File: src/rtl/wishbone_pkg.sv
// Shared types for the two-master Wishbone arbiter.
package wishbone_pkg;

  typedef enum logic [1:0] {
    IDLE = 2'd0,
    GNT0 = 2'd1,
    GNT1 = 2'd2
  } arb_state_t;

  localparam logic [1:0] GNT_NONE = 2'b00;
  localparam logic [1:0] GNT_M0   = 2'b01;
  localparam logic [1:0] GNT_M1   = 2'b10;

endpackage

File: src/rtl/wb_arb_timeout.sv
// Stall watchdog: counts cycles the granted master strobes without a slave ack.
module wb_arb_timeout #(
  parameter int TIMEOUT_CYCLES = 16
) (
  input  logic i_clk,
  input  logic i_rst_n,
  input  logic i_active,
  input  logic i_stb,
  input  logic i_ack,
  output logic o_expire
);

  localparam int CW = $clog2(TIMEOUT_CYCLES + 1);

  logic [CW-1:0] r_cnt;

  always_ff @(posedge i_clk or negedge i_rst_n) begin
    if (!i_rst_n) begin
      r_cnt <= '0;
    end else if (!i_active || i_ack || o_expire) begin
      r_cnt <= '0;
    end else if (i_stb) begin
      r_cnt <= r_cnt + 1'b1;
    end
  end

  assign o_expire = i_active && (r_cnt == CW'(TIMEOUT_CYCLES));

endmodule

File: src/rtl/wishbone_arbiter.sv
// Two-master round-robin Wishbone arbiter, non-preemptive.
// Optional stall watchdog enabled by defining WB_ARB_TIMEOUT_EN.
module wishbone_arbiter
  import wishbone_pkg::*;
#(
  parameter int ADR_WIDTH      = 8,
  parameter int DAT_WIDTH      = 8,
  parameter int SEL_WIDTH      = 8,
  parameter int TIMEOUT_CYCLES = 16
) (
  input  logic                 clk,
  input  logic                 rst,
  input  logic [ADR_WIDTH-1:0] m0_adr,
  input  logic [DAT_WIDTH-1:0] m0_datwr,
  input  logic                 m0_we,
  input  logic                 m0_stb,
  input  logic                 m0_cyc,
  input  logic [SEL_WIDTH-1:0] m0_sel,
  output logic [DAT_WIDTH-1:0] m0_datrd,
  output logic                 m0_ack,
  input  logic [ADR_WIDTH-1:0] m1_adr,
  input  logic [DAT_WIDTH-1:0] m1_datwr,
  input  logic                 m1_we,
  input  logic                 m1_stb,
  input  logic                 m1_cyc,
  input  logic [SEL_WIDTH-1:0] m1_sel,
  output logic [DAT_WIDTH-1:0] m1_datrd,
  output logic                 m1_ack,
  output logic [ADR_WIDTH-1:0] s_adr,
  output logic [DAT_WIDTH-1:0] s_datwr,
  output logic                 s_we,
  output logic                 s_stb,
  output logic                 s_cyc,
  output logic [SEL_WIDTH-1:0] s_sel,
  input  logic [DAT_WIDTH-1:0] s_datrd,
  input  logic                 s_ack,
  output logic [1:0]           gnt,
  output logic                 timeout
);

  arb_state_t r_state;
  arb_state_t w_next;
  logic       r_last_m1;
  logic       w_expire;

`ifdef WB_ARB_TIMEOUT_EN
  wb_arb_timeout #(
    .TIMEOUT_CYCLES(TIMEOUT_CYCLES)
  ) u_wdt (
    .i_clk   (clk),
    .i_rst_n (rst),
    .i_active(r_state != IDLE),
    .i_stb   (s_stb),
    .i_ack   (s_ack),
    .o_expire(w_expire)
  );
`else
  if (TIMEOUT_CYCLES < 1) begin : g_bad_timeout
    $error("TIMEOUT_CYCLES must be at least 1");
  end
  assign w_expire = 1'b0;
`endif

  always_ff @(posedge clk or negedge rst) begin
    if (!rst) begin
      r_state <= IDLE;
    end else begin
      r_state <= w_next;
    end
  end

  // Round-robin pointer: remembers which master finished last, so reset favours m0.
  always_ff @(posedge clk or negedge rst) begin
    if (!rst) begin
      r_last_m1 <= 1'b1;
    end else if (r_state == GNT0 && (!m0_cyc || w_expire)) begin
      r_last_m1 <= 1'b0;
    end else if (r_state == GNT1 && (!m1_cyc || w_expire)) begin
      r_last_m1 <= 1'b1;
    end
  end

  always_comb begin
    w_next   = r_state;
    s_adr    = '0;
    s_datwr  = '0;
    s_we     = 1'b0;
    s_stb    = 1'b0;
    s_cyc    = 1'b0;
    s_sel    = '0;
    m0_ack   = 1'b0;
    m1_ack   = 1'b0;
    m0_datrd = s_datrd;
    m1_datrd = s_datrd;
    gnt      = GNT_NONE;
    timeout  = w_expire;
    case (r_state)
      IDLE: begin
        if (m0_cyc && m1_cyc) begin
          w_next = r_last_m1 ? GNT0 : GNT1;
        end else if (m0_cyc) begin
          w_next = GNT0;
        end else if (m1_cyc) begin
          w_next = GNT1;
        end
      end
      GNT0: begin
        gnt = GNT_M0;
        if (w_expire) begin
          // Terminate the hung access with an error-looking ack and drop the bus.
          m0_ack   = 1'b1;
          m0_datrd = '1;
          w_next   = IDLE;
        end else begin
          s_adr   = m0_adr;
          s_datwr = m0_datwr;
          s_we    = m0_we;
          s_stb   = m0_stb;
          s_cyc   = m0_cyc;
          s_sel   = m0_sel;
          m0_ack  = s_ack;
          if (!m0_cyc) begin
            w_next = m1_cyc ? GNT1 : IDLE;
          end
        end
      end
      GNT1: begin
        gnt = GNT_M1;
        if (w_expire) begin
          m1_ack   = 1'b1;
          m1_datrd = '1;
          w_next   = IDLE;
        end else begin
          s_adr   = m1_adr;
          s_datwr = m1_datwr;
          s_we    = m1_we;
          s_stb   = m1_stb;
          s_cyc   = m1_cyc;
          s_sel   = m1_sel;
          m1_ack  = s_ack;
          if (!m1_cyc) begin
            w_next = m0_cyc ? GNT0 : IDLE;
          end
        end
      end
      default: w_next = IDLE;
    endcase
  end

endmodule

File: config.mk
export PLATFORM = sky130hd
export DESIGN_NAME = wishbone_arbiter
export DESIGN_NICKNAME = d
export VERILOG_FILES = /design/src/rtl/wishbone_pkg.sv /design/src/rtl/wb_arb_timeout.sv /design/src/rtl/wishbone_arbiter.sv
export SDC_FILE = /design/constraint.sdc
export NUM_CORES = 1
export LEC_CHECK = 0
export CAP_MARGIN = 20
export CELL_PAD_IN_SITES_DETAIL_PLACEMENT = 1
export CELL_PAD_IN_SITES_GLOBAL_PLACEMENT = 1
export CORE_MARGIN = 2
export CORE_UTILIZATION = 16
export DETAILED_ROUTE_END_ITERATION = 10
export GPL_TIMING_DRIVEN = 0
export PLACE_DENSITY = 0.88
export SETUP_SLACK_MARGIN = 0.05
export SYNTH_ARGS = -nofsm -noshare
export SYNTH_HDL_FRONTEND = slang
export SYNTH_HIERARCHICAL = 1
export SYNTH_SLANG_ARGS = --single-unit
File: constraint.sdc
create_clock -name clk -period 2.7 [get_ports clk]
set_input_delay 0.27 -clock clk [delete_from_list [all_inputs] [get_ports clk]]
set_output_delay 0.27 -clock clk [all_outputs]
set_load 0.005 [all_outputs]
==> results.txt <==
Max_cap viols: 0
Bufs and invs on worst path: 3
Final critical-path required period: 2450 ps
H-Tree Depth: 1
DIE WIDTH: 75.8 um
Worst path max stage delay: 510 ps
Avg Cell Area, Syn: 7.63 um^2
Post-synth EDFFs: 0
Root Buffer: clkbuf_8
Per-cell routed wire length: 13.3 um
Area of the mapped netlist: 825 um^2
ANT nets after route: 0
Main flop type after synthesis: dfrtp_1
CP startpoint kind: flip-flop
Global-route wire length before repair: 5430 um
Post-synth top area cell: a22oi_1
TritonRoute pass-1 iters: 4
Flop and latch count out of synthesis: 3
Synth async-reset ratio: 100%
Cell count after synthesis: 108
Rel. slew slack: 65.5%
Final setup TNS: 0 ps
Diodes inserted: 0
RSZ-0062 raised after global routing: no
DP HPWL: 3230 um
Syn_nets: 179
Initial cell density of the core: 16.4%
# Post-CTS Setup Buffers: 0
Critical path data arrival time: 2180 ps
Max clock buf depth: 2
Skew-Pair Late Insertion Delay: 210 ps
RD Place Congestion: 0.730
Cell with the most instances after synthesis: a22oi_1
Initial antenna violation count: 0
Total GRT Usage: 12.2%
Grt ovf: 0
Nets: 287
Highest achievable clock rate: 407 MHz
Ranking of synthesized cells by area: a22oi_1 (25%), nor2b_1 (20%), buf_4 (16%), ha_1 (9.1%), dfrtp_1 (6.1%)
Worst-path maximum fanout: 10
Die area: 0.00574 mm^2
Power per Cell Area: 689 mW/mm^2
Final WL: 3800 um
CP max stage cell: clkdlybuf4s50_1
CTS tree: done
Cell Rows: 26
Maximum vdd ir drop: 0.319 mV
Largest net degree at the start of global routing: 11
Leak pwr: 0.763 nW
Register area share after synthesis: 9.26%
CTS Buf Count: 3
Synth cell types: 22
Clock Skews: 1.02 ps
Kind of critical path: flip-flop to primary output
Vias in the first global route: 1253
Tcrit/Tclk final: 90.9%
Post-synth top area share: 24.6%
Synth Warn #: 6
Crit path capture type: primary output
Share of layout cells above drive strength 1: 14.4%
Vias per inst: 4.15
Overall power: 1.37 mW
Final core utilization: 39.6%
Final setup vio count: 0
Post-synth top cells: a22oi_1 (27), nor2b_1 (26), buf_4 (18)
Crit-path cells: inv_1, ha_1, clkbuf_1, a22oi_1, nor2b_1, clkdlybuf4s50_1
CTS sink cnt: 3
# fillers: 619
Iteration-0 DRC count of the detailed router: 21
Max Slew Vio Count: 0
Routed via count: 1184
Port buffer count: 103
Least-Margin Pin Slew: 518 ps
Run status: finished, final reports clean
Delay-heaviest family, CP: buffers and inverters
# IOs: 113
Worst-path clk slew: 30 ps
Die Y: 75.8 um
Synth-to-Final Area Change: 142%
# DRC: 0
Worst EP required: 2430 ps
Worst min-delay path class: primary input to asynchronous set/reset pin
Fin. Hold Viols: 0
Core Footprint: 0.00504 mm^2
[state kept, by name (all words and copies together) (netlist names)]
| register | cells |
|---|---|
| r_last_m1 | 1 |
| r_state | 2 |
[metal layers]
| layer | up-vias | global-route usage (%) | routed length, um |
|---|---|---|---|
| met2 | 65 | 25.2 | 2050 |
| met5 | - | 0 | 0 |
| met1 | 545 | 12.5 | 1370 |
| li1 | 574 | - | - |
| met4 | 0 | 2.34 | 0 |
| met3 | 0 | 2.38 | 383 |
[cell type report]
class	count	area (um^2)	share of cell area [%]
clock buffer	4	45.0	2.26
buffer	25	173	8.66
timing repair buffer	103	1030	51.7
sequential	3	76.3	3.83
multi-input combinational	76	567	28.4
inverter	4	15.0	0.753
tap	70	87.6	4.39
[layout by cell type, fill, tap and decap left out, types with 2 or more instances in the layout]
master           instances
a22oi_1                 27
ha_1                     6
dfrtp_1                  2
buf_4                   18
a21oi_1                  3
or2b_1                   2
clkbuf_8                 3
nor2b_1                 26
inv_1                    4
clkbuf_1                 3
clkdlybuf4s50_1        103
buf_2                    2
and2_1                   2
clkbuf_4                 2
[worst register-to-register path: stages (launching register included)]
cell,delay [ps]
dfrtp_1,410
inv_1,140
ha_1,220
or3b_1,390
nand2_2,110
mux2_4,300
[stage by stage]
| stage | setup WS [ps] | area [um^2] | hold slack, ps | cells |
|---|---|---|---|---|
| finish | 245 | 1990 | 240 | 285 |
| global route | 60.2 | 1990 | 248 | 285 |
| CTS | 83.7 | 1990 | 241 | 285 |
| detailed placement | 313 | 1940 | 467 | 281 |
| global placement | 372 | 1940 | 458 | 281 |
| floorplan | 1120 | 825 | -25.6 | 108 |
[what timing repair did]
item,CTS,global route
hold buffers,0,0
gates resized for setup,0,4
hold endpoints to repair,0,0
setup endpoints to repair,0,15
[final timing paths]
kind	depth (start not counted)	slack [ps]	start	end
min in group clk	2	570	r_last_m1	r_last_m1
worst min register to register	2	570	r_last_m1	r_last_m1
max in group asynchronous	1	2240	rst	r_last_m1
worst min-delay path	1	240	rst	r_state[1]
worst max-delay path	6	250	r_state[1]	s_sel[4]
worst max register to register	5	1010	r_state[0]	r_state[1]
[kinds of logic after synthesis]
| logic type | count (synthesis) | synth area share [%] |
|---|---|---|
| other | 1 | 0.455 |
| muxes | 1 | 1.82 |
| DFF | 3 | 9.26 |
| adders and majority gates | 6 | 9.10 |
| and+or+nand+nor | 35 | 27.2 |
| AOI/OAI and AO/OA | 33 | 30.2 |
| buffers and inverters | 29 | 22.0 |
[report_power, final]
| group | switching [mW] | internal [mW] | total, mW |
|---|---|---|---|
| registers | 0.0225 | 0.0718 | 0.0943 |
| logic | 0.472 | 0.680 | 1.15 |
| clock network | 0.0277 | 0.101 | 0.128 |
| total | 0.523 | 0.852 | 1.37 |
No activity file was read; power rests on OpenSTA's default activity.
